==> src/rtl/seven_seg_scan_ctrl_if.sv <==
`default_nettype none
//------------------------------------------------------------------------------
// Module : seven_seg_scan_ctrl_if
// Brief  : Host-side write/commit bus of the seven-segment scan controller.
// Rev    : 1.0  initial release
//------------------------------------------------------------------------------
interface seven_seg_scan_ctrl_if;
   logic       wr_en;
   logic [2:0] wr_addr;
   logic [3:0] wr_data;
   logic       commit_req;
   logic       commit_pending;
   logic       commit_done;

   modport master (
      output wr_en, wr_addr, wr_data, commit_req,
      input  commit_pending, commit_done
   );

   modport slave (
      input  wr_en, wr_addr, wr_data, commit_req,
      output commit_pending, commit_done
   );
endinterface
`default_nettype wire

==> src/rtl/seven_seg_scan_ctrl.sv <==
`default_nettype none
//------------------------------------------------------------------------------
// Module : seven_seg_scan_ctrl
// Brief  : 8-digit display scanner with double-buffered digit registers.
// Rev    : 1.0  initial release
//------------------------------------------------------------------------------
module seven_seg_scan_ctrl #(
   parameter int CLK_DIV = 100000
) (
   input  wire logic           clk,
   input  wire logic           rst,
   seven_seg_scan_ctrl_if.slave bus,
   input  wire logic [7:0]     digit_en,
   output logic      [3:0]     num,
   output logic      [2:0]     sel,
   output logic                blank,
   output logic                frame_tick
);

   localparam int                 c_cnt_w    = (CLK_DIV > 1) ? $clog2(CLK_DIV) : 1;
   localparam logic [c_cnt_w-1:0] c_div_last = c_cnt_w'(CLK_DIV - 1);

   typedef enum logic [0:0] {
      S_IDLE  = 1'b0,
      S_ARMED = 1'b1
   } state_t;

   state_t             r_state;
   logic [c_cnt_w-1:0] r_div_cnt;
   logic [2:0]         r_sel;
   logic [7:0][3:0]    r_shadow;
   logic [7:0][3:0]    r_active;
   logic               r_commit_done;
   logic               r_frame_tick;
   logic               w_slot_tick;
   logic               w_wrap;

   assign w_slot_tick = (r_div_cnt == c_div_last);
   assign w_wrap      = w_slot_tick && (r_sel == 3'd7);

   always_ff @(posedge clk or posedge rst) begin
      if (rst) begin
         r_div_cnt <= '0;
         r_sel     <= '0;
      end else if (w_slot_tick) begin
         r_div_cnt <= '0;
         r_sel     <= r_sel + 3'd1;
      end else begin
         r_div_cnt <= r_div_cnt + 1'b1;
      end
   end

   always_ff @(posedge clk or posedge rst) begin
      if (rst) begin
         r_shadow <= '0;
      end else if (bus.wr_en) begin
         r_shadow[bus.wr_addr] <= bus.wr_data;
      end
   end

   // The copy reads r_shadow before this edge, so a write on the commit edge waits for the next commit.
   always_ff @(posedge clk or posedge rst) begin
      if (rst) begin
         r_state       <= S_IDLE;
         r_active      <= '0;
         r_commit_done <= 1'b0;
         r_frame_tick  <= 1'b0;
      end else begin
         r_commit_done <= 1'b0;
         r_frame_tick  <= w_wrap;
         case (r_state)
            S_IDLE: begin
               if (bus.commit_req) r_state <= S_ARMED;
            end
            S_ARMED: begin
               if (w_wrap) begin
                  r_active      <= r_shadow;
                  r_commit_done <= 1'b1;
                  if (!bus.commit_req) r_state <= S_IDLE;
               end
            end
            default: r_state <= S_IDLE;
         endcase
      end
   end

   assign sel                = r_sel;
   assign num                = r_active[r_sel];
   assign blank              = ~digit_en[r_sel];
   assign frame_tick         = r_frame_tick;
   assign bus.commit_pending = (r_state == S_ARMED);
   assign bus.commit_done    = r_commit_done;

endmodule
`default_nettype wire

==> src/flat_wrapper.sv <==
// flat-port wrapper written by rule: the top's interface ports become plain ports
module seven_seg_scan_ctrl_flat 
#(
   parameter int CLK_DIV = 100000
)
  (clk, rst, digit_en, num, sel, blank, frame_tick, bus_wr_en, bus_wr_addr, bus_wr_data, bus_commit_req, bus_commit_pending, bus_commit_done);
  seven_seg_scan_ctrl_if bus_i ();
  input  wire logic clk;
  input  wire logic rst;
  input  wire logic [7:0] digit_en;
  output logic      [3:0] num;
  output logic      [2:0] sel;
  output logic blank;
  output logic frame_tick;
  input wire logic [$bits(bus_i.wr_en)-1:0] bus_wr_en;
  input wire logic [$bits(bus_i.wr_addr)-1:0] bus_wr_addr;
  input wire logic [$bits(bus_i.wr_data)-1:0] bus_wr_data;
  input wire logic [$bits(bus_i.commit_req)-1:0] bus_commit_req;
  output wire logic [$bits(bus_i.commit_pending)-1:0] bus_commit_pending;
  output wire logic [$bits(bus_i.commit_done)-1:0] bus_commit_done;
  assign bus_i.wr_en = bus_wr_en;
  assign bus_i.wr_addr = bus_wr_addr;
  assign bus_i.wr_data = bus_wr_data;
  assign bus_i.commit_req = bus_commit_req;
  assign bus_commit_pending = bus_i.commit_pending;
  assign bus_commit_done = bus_i.commit_done;
  seven_seg_scan_ctrl #(.CLK_DIV(CLK_DIV)) u_core (.clk(clk), .rst(rst), .bus(bus_i), .digit_en(digit_en), .num(num), .sel(sel), .blank(blank), .frame_tick(frame_tick));
endmodule
==> config.mk <==
export PLATFORM = sky130hd
export DESIGN_NAME = seven_seg_scan_ctrl_flat
export DESIGN_NICKNAME = d
export VERILOG_FILES = /design/src/rtl/seven_seg_scan_ctrl_if.sv /design/src/rtl/seven_seg_scan_ctrl.sv /design/src/flat_wrapper.sv
export SDC_FILE = /design/constraint.sdc
export NUM_CORES = 1
export LEC_CHECK = 0
export CORE_MARGIN = 1.5
export CORE_UTILIZATION = 60
export DETAILED_ROUTE_END_ITERATION = 8
export GPL_TIMING_DRIVEN = 1
export MAX_ROUTING_LAYER = met4
export PLACE_DENSITY = 0.82
export SYNTH_ARGS = -nofsm -noshare
export SYNTH_HDL_FRONTEND = slang
export SYNTH_SLANG_ARGS = --single-unit
==> constraint.sdc <==
create_clock -name clk -period 4.6 [get_ports clk]
set_input_delay 0.46 -clock clk [delete_from_list [all_inputs] [get_ports clk]]
set_output_delay 0.46 -clock clk [all_outputs]
set_load 0.005 [all_outputs]
* Yosys cells after proc, flatten, opt, wreduce, memory -nomap -nowiden
Index checks and enable logic that the tools add are counted.
** Storage, ports and cells
- Flip-flop bits (word level) :: 87
- Input bits :: 19
- Output and inout port bits :: 11
- Logic and storage cells :: 46
** Cells by class
- $add $sub $neg :: 2
- Magnitude comparators :: 3
- Equality and inequality tests :: 2
- Muxes and demuxes :: 13
- Bitwise logic cells :: 2
- Reduce and logical (&&, ||, !) cells :: 3
** Operators by type and width (number)
- 32-bit bitwise mux :: 1
- 17-bit by 1-bit adder with 17-bit output, second input constant :: 1
- 17-bit equality test, second input constant :: 1
- 17-bit 2-to-1 mux :: 1
- 4-bit binary-select mux with 3-bit select :: 1
- 4-bit demux with 3-bit select :: 1
- 3-bit by 4-bit < comparator with 1-bit output, second input constant :: 2
- 4-bit 2-to-1 mux :: 2
- 1-bit 2-to-1 mux :: 5
- 3-bit by 1-bit adder with 3-bit output, second input constant :: 1
- 1-bit binary-select mux with 3-bit select :: 1
- 3-bit equality test, second input constant :: 1
- 3-bit by 1-bit greater-or-equal comparator with 1-bit output, second input constant :: 1
- 1-bit logical AND :: 2
- 1-bit NOT :: 2
- 1-bit one-hot mux with 2 select lines :: 1
- 2-bit AND reduction :: 1

* Depth between registers and ports, before layout
Gate-level depths: netlist of run 1.
- Depth after elaboration :: 5
- Mapped depth :: 8
- Gate-level depth less buffers :: 5

* Least setup slack after synthesis of run 1
Ideal clock, no wire load.
- Kind :: reg-to-reg
- Start :: reg u_core.r_div_cnt[0]
- End :: reg u_core.r_active[11] (netlist name)
- Setup time :: 125 ps
- Data arrival time :: 1864 ps
- Data required time :: 4475 ps
- Slack :: 2611 ps
- Stages on the path, launching flop included :: 9
- Period minus slack after synthesis :: 1989 ps
- Cells stage by stage :: dfrtp_1 ha_1 and4_1 and4_1 buf_6 and3_4 buf_6 buf_12 mux2_4
** Between the ends
- Longest elaborated chain between the ends :: 3
** RTL lines
- start: declaration :: RTL line seven_seg_scan_ctrl.sv:29 : logic [c_cnt_w-1:0] r_div_cnt;
- start signal: assignment :: RTL line seven_seg_scan_ctrl.sv:49 : r_div_cnt <= r_div_cnt + 1'b1;
- 17-bit equality test :: RTL line seven_seg_scan_ctrl.sv:38 : assign w_slot_tick = (r_div_cnt == c_div_last);
- 1-bit logical AND :: RTL line seven_seg_scan_ctrl.sv:39 : assign w_wrap = w_slot_tick && (r_sel == 3'd7);
- 2-bit AND reduction (no source line)
- end signal: assignment :: RTL line seven_seg_scan_ctrl.sv:77 : r_active <= r_shadow;
- end: declaration :: RTL line seven_seg_scan_ctrl.sv:32 : logic [7:0][3:0] r_active;
Every way passes these cells.
A chain may end at the register's enable or synchronous reset.

* Worst setup path after layout of run 1
- Start :: reg u_core.r_sel[0] (netlist: u_core.sel[0])
- End :: out num[1]
** Between the ends
- Longest elaborated chain between the ends :: 2
** RTL lines
- start: declaration :: RTL line seven_seg_scan_ctrl.sv:30 : logic [2:0] r_sel;
- start signal: assignment :: RTL line seven_seg_scan_ctrl.sv:47 : r_sel <= r_sel + 3'd1;
- 4-bit binary-select mux with 3-bit select :: RTL line seven_seg_scan_ctrl.sv:88 : assign num = r_active[r_sel];
- 4-bit 2-to-1 mux (implied by the code) :: RTL line seven_seg_scan_ctrl.sv:88
- end: declaration :: RTL line flat_wrapper.sv:11 : output logic [3:0] num;
Every way passes these cells. The select of a mux whose other input is x is not followed.

==> run_results.csv, run 1 <==
group,metric,value,unit
status,status,"complete, no violations",
detailed_routing,viasPerCell,5.832,
worst_setup_path,path_cells,"mux4_2 > mux2_2 > clkdlybuf4s50_1",
timing,fin_crit_sh,0.6589,
global_routing,antenna_found_initial,0,
logic_synthesis,syn_area_per_cell,15.58,sq um
timing,hold_viol,0,
global_routing,grtUsageTotal,0.2257,
timing,period_minus_slack,3031,ps
logic_synthesis,synth_xor_area_frac,0.02922,
logic_synthesis,synth_area_leaders,"dfrtp_1 56%, mux2_2 12%, mux2_4 11%, mux4_2 5.8%, xor2_1 1.8%",
global_routing,met1_usage,0.3120,
timing,setup_viol,0,
global_routing,busiest_layer,"met2",
logic_synthesis,synth_compound_area_frac,0.006423,
floorplan,die_w,83.59,um
pwr,swShare,0.2231,
final_layout,area_growth,13.04,%
pwr,seq_power_share,0.556,
placement,place.gp.congestion,0.8197,
detailed_routing,drc_errors,0,
logic_synthesis,async_reset_ff_frac,1.000,
floorplan,die_h,83.59,um
logic_synthesis,synth_top_area_cell,"dfrtp_1",
cts,cts.path.max_buffers,2,
cts,insertion_delay,360,ps
detailed_routing,wl,6973,um
cts,clock-root-buffer,"clkbuf_8",
pwr,p_leak,1.962,nW
final_layout,insertedDiodeCount,0,
logic_synthesis,netlist_area,3896,sq um
worst_setup_path,slowest_delay,890,ps
run,cap_viol_max_count,0,
logic_synthesis,synth_seq_cells,87,
logic_synthesis,yosysWarnings,0,
pwr,vdd_drop_max,0.0002775,V
placement,post-dp-hpwl,4515,um
logic_synthesis,yosysUniqueCellTypes,34,
cts,cts_made_buffers,9,
timing,rsz0062_at_grt,"false",
pwr,internal_power,1.200,mW
logic_synthesis,synth.top_cell.area_share,0.5588,
logic_synthesis,synth_flop_cell,"dfrtp_1",
pwr,p_clk_frac,0.374,
worst_setup_path,crit_arrival,2570,ps
worst_hold_path,hp-class,"flop to flop",
worst_setup_path,critical_path_class,"flop to output port",
detailed_routing,wire_per_inst,19.16,um
final_layout,final_core_util,0.6976,
detailed_routing,drtPass1Iterations,4,
cts,clk_pin_slew,80,ps
logic_synthesis,yosys.area_share.simple,0.07418,
cts,cts_setup_buffers,0,
logic_synthesis,synth_edf_count,0,
worst_setup_path,cp_slowest_cell,"dfrtp_1",
logic_synthesis,synth_fp_nets,272,
final_layout,layout.nets,304,
timing,final_max_slew_viol_count,0,
cts,cts_tree,"built",
pwr,power_density,350.6,nW/um^2
final_layout,drive_gt1_frac,0.3380,
cts,holdBufCountCts,0,
cts,cts.repair.resized,0,
timing,setup-tns-final,0,ps
floorplan,start_util,0.6171,
timing,relSlewSlack,0.3761,
global_routing,grt_use_met2,0.3343,
timing,fin_skew,13.24,ps
global_routing,grt_max_degree,49,
global_routing,use_met3,0.04550,
placement,port_buffers,29,
logic_synthesis,synthMuxAreaShare,0.2932,
floorplan,dieArea,6986,sq um
detailed_routing,postRouteAntennaNets,0,
timing,max_freq,329.9,MHz
logic_synthesis,ys_seq_area_frac,0.5588,
global_routing,grt_pass1_vias,2230,
worst_setup_path,crit_fanout,13,
cts,htree_levels,3,
pwr,comb_power_share,0.071,
global_routing,grt_overflow,0,
logic_synthesis,syn_inst,250,
logic_synthesis,synth_top_family_by_area,"multiplexers",
global_routing,grt_pass1_wl,11550,um
pwr,netSwitchingPower,0.3445,mW
detailed_routing,via_count,2123,
detailed_routing,drt-initial-drc-count,123,
worst_setup_path,startpoint_type,"flop",
worst_setup_path,end_kind,"output port",
floorplan,rows,29,
timing,tightest_slew,933.9,ps
floorplan,core-area,6314,sq um
floorplan,ioPinCount,30,
cts,numClockSinks,87,
logic_synthesis,synthAdderAreaFrac,0.009634,
worst_setup_path,cp.required,4140,ps
## per-stage QoR
| stage | cells | hold WS, ps | total power [mW] | setup slack [ps] | cell area, sq um |
|---|---|---|---|---|---|
| 5_1_grt | 364 | 500.3 | 1.603 | 1417 | 4404 |
| 4_1_cts | 364 | 494.0 | 1.553 | 1527 | 4404 |
| 2_1_floorplan | 250 | 451.2 | 0.9366 | 1890 | 3896 |
| 6_report | 364 | 491.9 | 1.544 | 1569 | 4404 |
| 3_5_place_dp | 348 | 479.5 | 0.9845 | 1897 | 4192 |
| 3_3_place_gp | 348 | 475.8 | 0.9731 | 1943 | 4192 |
## kinds of logic after synthesis
| kind of cell | count (synthesis) |
|---|---|
| buf+inv | 12 |
| xor+xnor | 13 |
| compound gates | 4 |
| fa+ha+maj | 3 |
| mux | 82 |
| flops | 87 |
| simple gates | 49 |
## cells in the mapped netlist (3+ instances only)
library cell,count
and3_1,3
and4_1,3
buf_12,3
dfrtp_1,87
ha_1,3
inv_1,3
mux2_2,41
mux2_4,29
mux4_2,10
nand2_1,7
nand3_1,7
nand4_1,4
nand4b_1,3
nor2_1,8
nor3_1,3
xnor2_1,5
xor2_1,8
## worst paths after layout
kind	cells after the start	slack, ps	endpoint	startpoint
setup reg to reg	5	1910	u_core.r_active[19]	u_core.r_div_cnt[0]
max in group asynchronous	3	3070	u_core.r_div_cnt[4]	rst
hold reg to reg	1	490	u_core.r_div_cnt[4]	u_core.r_div_cnt[4]
setup / recovery	3	1570	num[1]	u_core.sel[0]
hold / removal	1	490	u_core.r_div_cnt[4]	u_core.r_div_cnt[4]
min in group asynchronous	2	550	u_core.r_active[7]	rst
## area by class of cell
cell class	instances	area, sq um
flip-flops and latches	87	2177
fillers	435	1909
multi-input cells	151	1608
repair buffers	30	297.8
clock buffers	11	131.4
well taps	77	96.34
clock inverters	5	81.33
inverters	3	12.51
## cells in the final DEF, fill, tap and decap left out, drive strengths merged, types with 2 or more instances in the layout
cell,netlist,layout
bufinv,0,2
clkbuf,1,11
mux2,70,70
nand3,7,7
nand4b,3,3
xnor2,5,5
nor2,8,8
nand2,7,7
nand4,4,4
nand2b,2,2
xor2,8,8
clkdlybuf4s50,0,29
or4,2,2
clkinv,0,2
ha,3,3
and3,4,4
and4,3,3
mux4,10,10
nor3,3,3
nor3b,2,2
dfrtp,87,87
inv,3,3
mux2i,2,2
## metal layers
layer	up-vias	share of wire
met1	1097	0.48
li1	972	-
met5	-	0
met2	46	0.47
met3	8	0.036
met4	0	0.015
## worst max-delay path: cells and delay by family, from the launching register on
family   cells  cell delay, ps
flops        1             890
buf+inv      1             450
mux          2             880
## sequential cells by signal, summed over array words and instances, names as in the netlist
| register | cells |
|---|---|
| u_core.r_div_cnt | 17 |
| u_core.bus.commit_done | 1 |
| u_core.r_active | 32 |
| u_core.sel | 3 |
| u_core.r_shadow | 32 |
| u_core.bus.commit_pending | 1 |
| u_core.frame_tick | 1 |
## power groups by stage
stage	Sequential (mW)	Combinational, mW	Clock, mW
floorplan	0.862	0.0746	0
global placement	0.868	0.105	0
global route	0.866	0.121	0.616
CTS	0.858	0.112	0.583
detailed placement	0.874	0.111	0
finish	0.858	0.109	0.577
Note: power is estimated with default switching activity, not from simulation.
==> run 2: changes to the inputs <==
--- a/config.mk
+++ b/config.mk
@@ -6,11 +6,11 @@
 export NUM_CORES = 1
 export LEC_CHECK = 0
 export CORE_MARGIN = 1.5
-export CORE_UTILIZATION = 60
+export CORE_UTILIZATION = 58
 export DETAILED_ROUTE_END_ITERATION = 8
 export GPL_TIMING_DRIVEN = 1
 export MAX_ROUTING_LAYER = met4
-export PLACE_DENSITY = 0.82
+export PLACE_DENSITY = 0.79
 export SYNTH_ARGS = -nofsm -noshare
 export SYNTH_HDL_FRONTEND = slang
 export SYNTH_SLANG_ARGS = --single-unit
==> constraint.sdc (replaced) <==
create_clock -name clk -period 2.9 [get_ports clk]
set_input_delay 0.29 -clock clk [delete_from_list [all_inputs] [get_ports clk]]
set_output_delay 0.29 -clock clk [all_outputs]
set_load 0.005 [all_outputs]
==> run 2 against run 1 <==
Net effect:
- the run now ends with DRC left
- sequential share of layout area fell by 0.33 points
- critical path depth rose by 1
- worst setup slack got worse by 1400 ps
- global-route usage grew 0.42 points
- clock skew down 1.8 ps
- non-clock buffer count is 7 higher
- core utilization decreased by 0.71 points
- critical path type unchanged
- largest power group unchanged
==> run_results.csv, run 2 (same netlist as run 1, synthesis figures left out) <==
group,metric,value,unit
status,status,"finished, violations left",
status,violations,"DRC",
placement,placed_area,4269,sq um
global_routing,grtUsageTotal,0.2298,
pwr,p_clk_frac,0.319,
worst_hold_path,hp-class,"primary input to asynchronous set/reset pin",
final_layout,final_core_util,0.6904,
floorplan,die_h,84.96,um
timing,period_minus_slack,2688,ps
final_layout,seq_area,2177,sq um
timing,relSlewSlack,0.5380,
placement,port_buffers,29,
worst_setup_path,crit_path_start,"u_core.sel[0]",
cts,insertion_delay,340,ps
detailed_routing,drc_errors,4,
detailed_routing,wl,7213,um
timing,fin_skew,11.46,ps
final_layout,multi_input_area,1608,sq um
cts,holdBufCountCts,0,
cts,clock-root-buffer,"clkbuf_8",
worst_setup_path,startpoint_type,"flop",
floorplan,start_util,0.6067,
detailed_routing,drtPass1Iterations,6,
pwr,power_density,511.3,nW/um^2
detailed_routing,via_count,2144,
final_layout,nFillCells,425,
cts,cts.repair.resized,0,
detailed_routing,postRouteAntennaNets,0,
cts,htree_levels,3,
worst_setup_path,crit_fanout,9,
final_layout,area_growth,13.81,%
placement,dp_worst_setup_slack,603.2,ps
cts,cts_made_buffers,9,
global_routing,grt_overflow,0,
floorplan,ioPinCount,30,
timing,setup_slack,211.9,ps
pwr,internal_power,1.748,mW
cts,cts_setup_buffers,0,
pwr,vdd_drop_max,0.0002921,V
cts,cts_tree,"built",
global_routing,grt_pass1_wl,12080,um
worst_setup_path,path_cells,"buf_4 > mux4_2 > mux2_2 > clkdlybuf4s50_1",
worst_setup_path,slowest_delay,540,ps
worst_setup_path,cp_slowest_cell,"mux4_2",
timing,max_freq,372.0,MHz
placement,place.gp.congestion,0.8158,
final_layout,final_common_cell,"dfrtp_1",
final_layout,design_area,4434,sq um
final_layout,layout_common_cells,"87 x dfrtp_1, 41 x mux2_2, 29 x mux2_4, 29 x clkdlybuf4s50_1",
worst_setup_path,end_kind,"output port",
placement,post-dp-hpwl,4707,um
pwr,comb_power_share,0.078,
pwr,seq_power_share,0.603,
cts,numClockSinks,87,
final_layout,drive_gt1_frac,0.3515,
timing,setup-tns-final,0,ps
final_layout,insertedDiodeCount,0,
floorplan,core-area,6422,sq um
final_layout,biggestRegsByFlops,"u_core.r_active x32, u_core.r_shadow x32, u_core.r_div_cnt x17",
timing,hold_viol,0,
timing,rsz0062_at_grt,"false",
detailed_routing,wire_per_inst,19.49,um
run,cap_viol_max_count,0,
cts,cts.path.max_buffers,2,
timing,setup_viol,0,
timing,fin_crit_sh,0.9269,
floorplan,dieArea,7218,sq um
worst_setup_path,worstRegToRegCells,6,
pwr,p_leak,1.982,nW
worst_setup_path,cp.required,2610,ps
floorplan,rows,29,
floorplan,die_w,84.96,um
global_routing,grt_pass1_vias,2280,
timing,timing.hold.ws,357.7,ps
worst_setup_path,crit_arrival,2400,ps
timing,final_max_slew_viol_count,0,
detailed_routing,drt-initial-drc-count,214,
global_routing,grt_max_degree,49,
worst_setup_path,critical_path_class,"flop to output port",
pwr,swShare,0.2288,
timing,tightest_slew,692.1,ps
final_layout,layout.nets,311,
cts,clk_pin_slew,80,ps
detailed_routing,viasPerCell,5.795,
pwr,netSwitchingPower,0.5188,mW
global_routing,antenna_found_initial,0,
worst_setup_path,timing.rr.start,"u_core.r_div_cnt[0]",
-- run 2: cell count changes in the layout (fill, tap and decap cells not counted) --
cell	before	now
buf_4	1	6
buf_12	0	2
bufinv_16	2	0
clkbuf_8	9	10
clkinvlp_4	1	2
inv_6	1	0
-- run 2: area by class of cell --
type,instances,area share
clock buffer,12,0.03273
clock inverter,3,0.004515
inverter,3,0.002822
multi-input combinational,151,0.3626
sequential,87,0.4910
tap,77,0.02173
timing repair buffer,37,0.08465
-- run 2: final timing paths --
| check | endpoint | slack [ps] |
|---|---|---|
| setup / recovery | num[0] | 210 |
| hold / removal | u_core.r_active[3] | 360 |
| setup reg to reg | u_core.r_active[8] | 630 |
| hold reg to reg | u_core.r_div_cnt[4] | 490 |
| max in group asynchronous | u_core.r_active[18] | 1880 |
| min in group clk | u_core.r_div_cnt[4] | 490 |
-- run 2: critical path, delay by kind of cell (launching register included) --
family / cells / cell delay (ps)
DFF: 1 / 500
muxes: 2 / 820
buffers and inverters: 2 / 740
-- run 2: per-stage QoR --
stage,cells,total power [mW]
2_1_floorplan,250,1.486
3_3_place_gp,355,1.550
3_5_place_dp,355,1.567
4_1_cts,370,2.290
5_1_grt,370,2.374
6_report,370,2.267
-- run 2: layer usage --
metal / global-route usage / wire [um] / up-vias
met5: - / 0 / -
met4: 0.09836 / 144 / 0
met3: 0.03988 / 234 / 12
met1: 0.3145 / 3412 / 1099
li1: - / - / 988
met2: 0.3427 / 3421 / 45
-- run 2: power by group through the flow --
stage | Sequential, mW | Clock, mW | Combinational, mW
6_report | 1.37 | 0.723 | 0.178
5_1_grt | 1.37 | 0.805 | 0.194
4_1_cts | 1.36 | 0.745 | 0.181
3_5_place_dp | 1.39 | 0 | 0.179
3_3_place_gp | 1.38 | 0 | 0.171
2_1_floorplan | 1.37 | 0 | 0.118
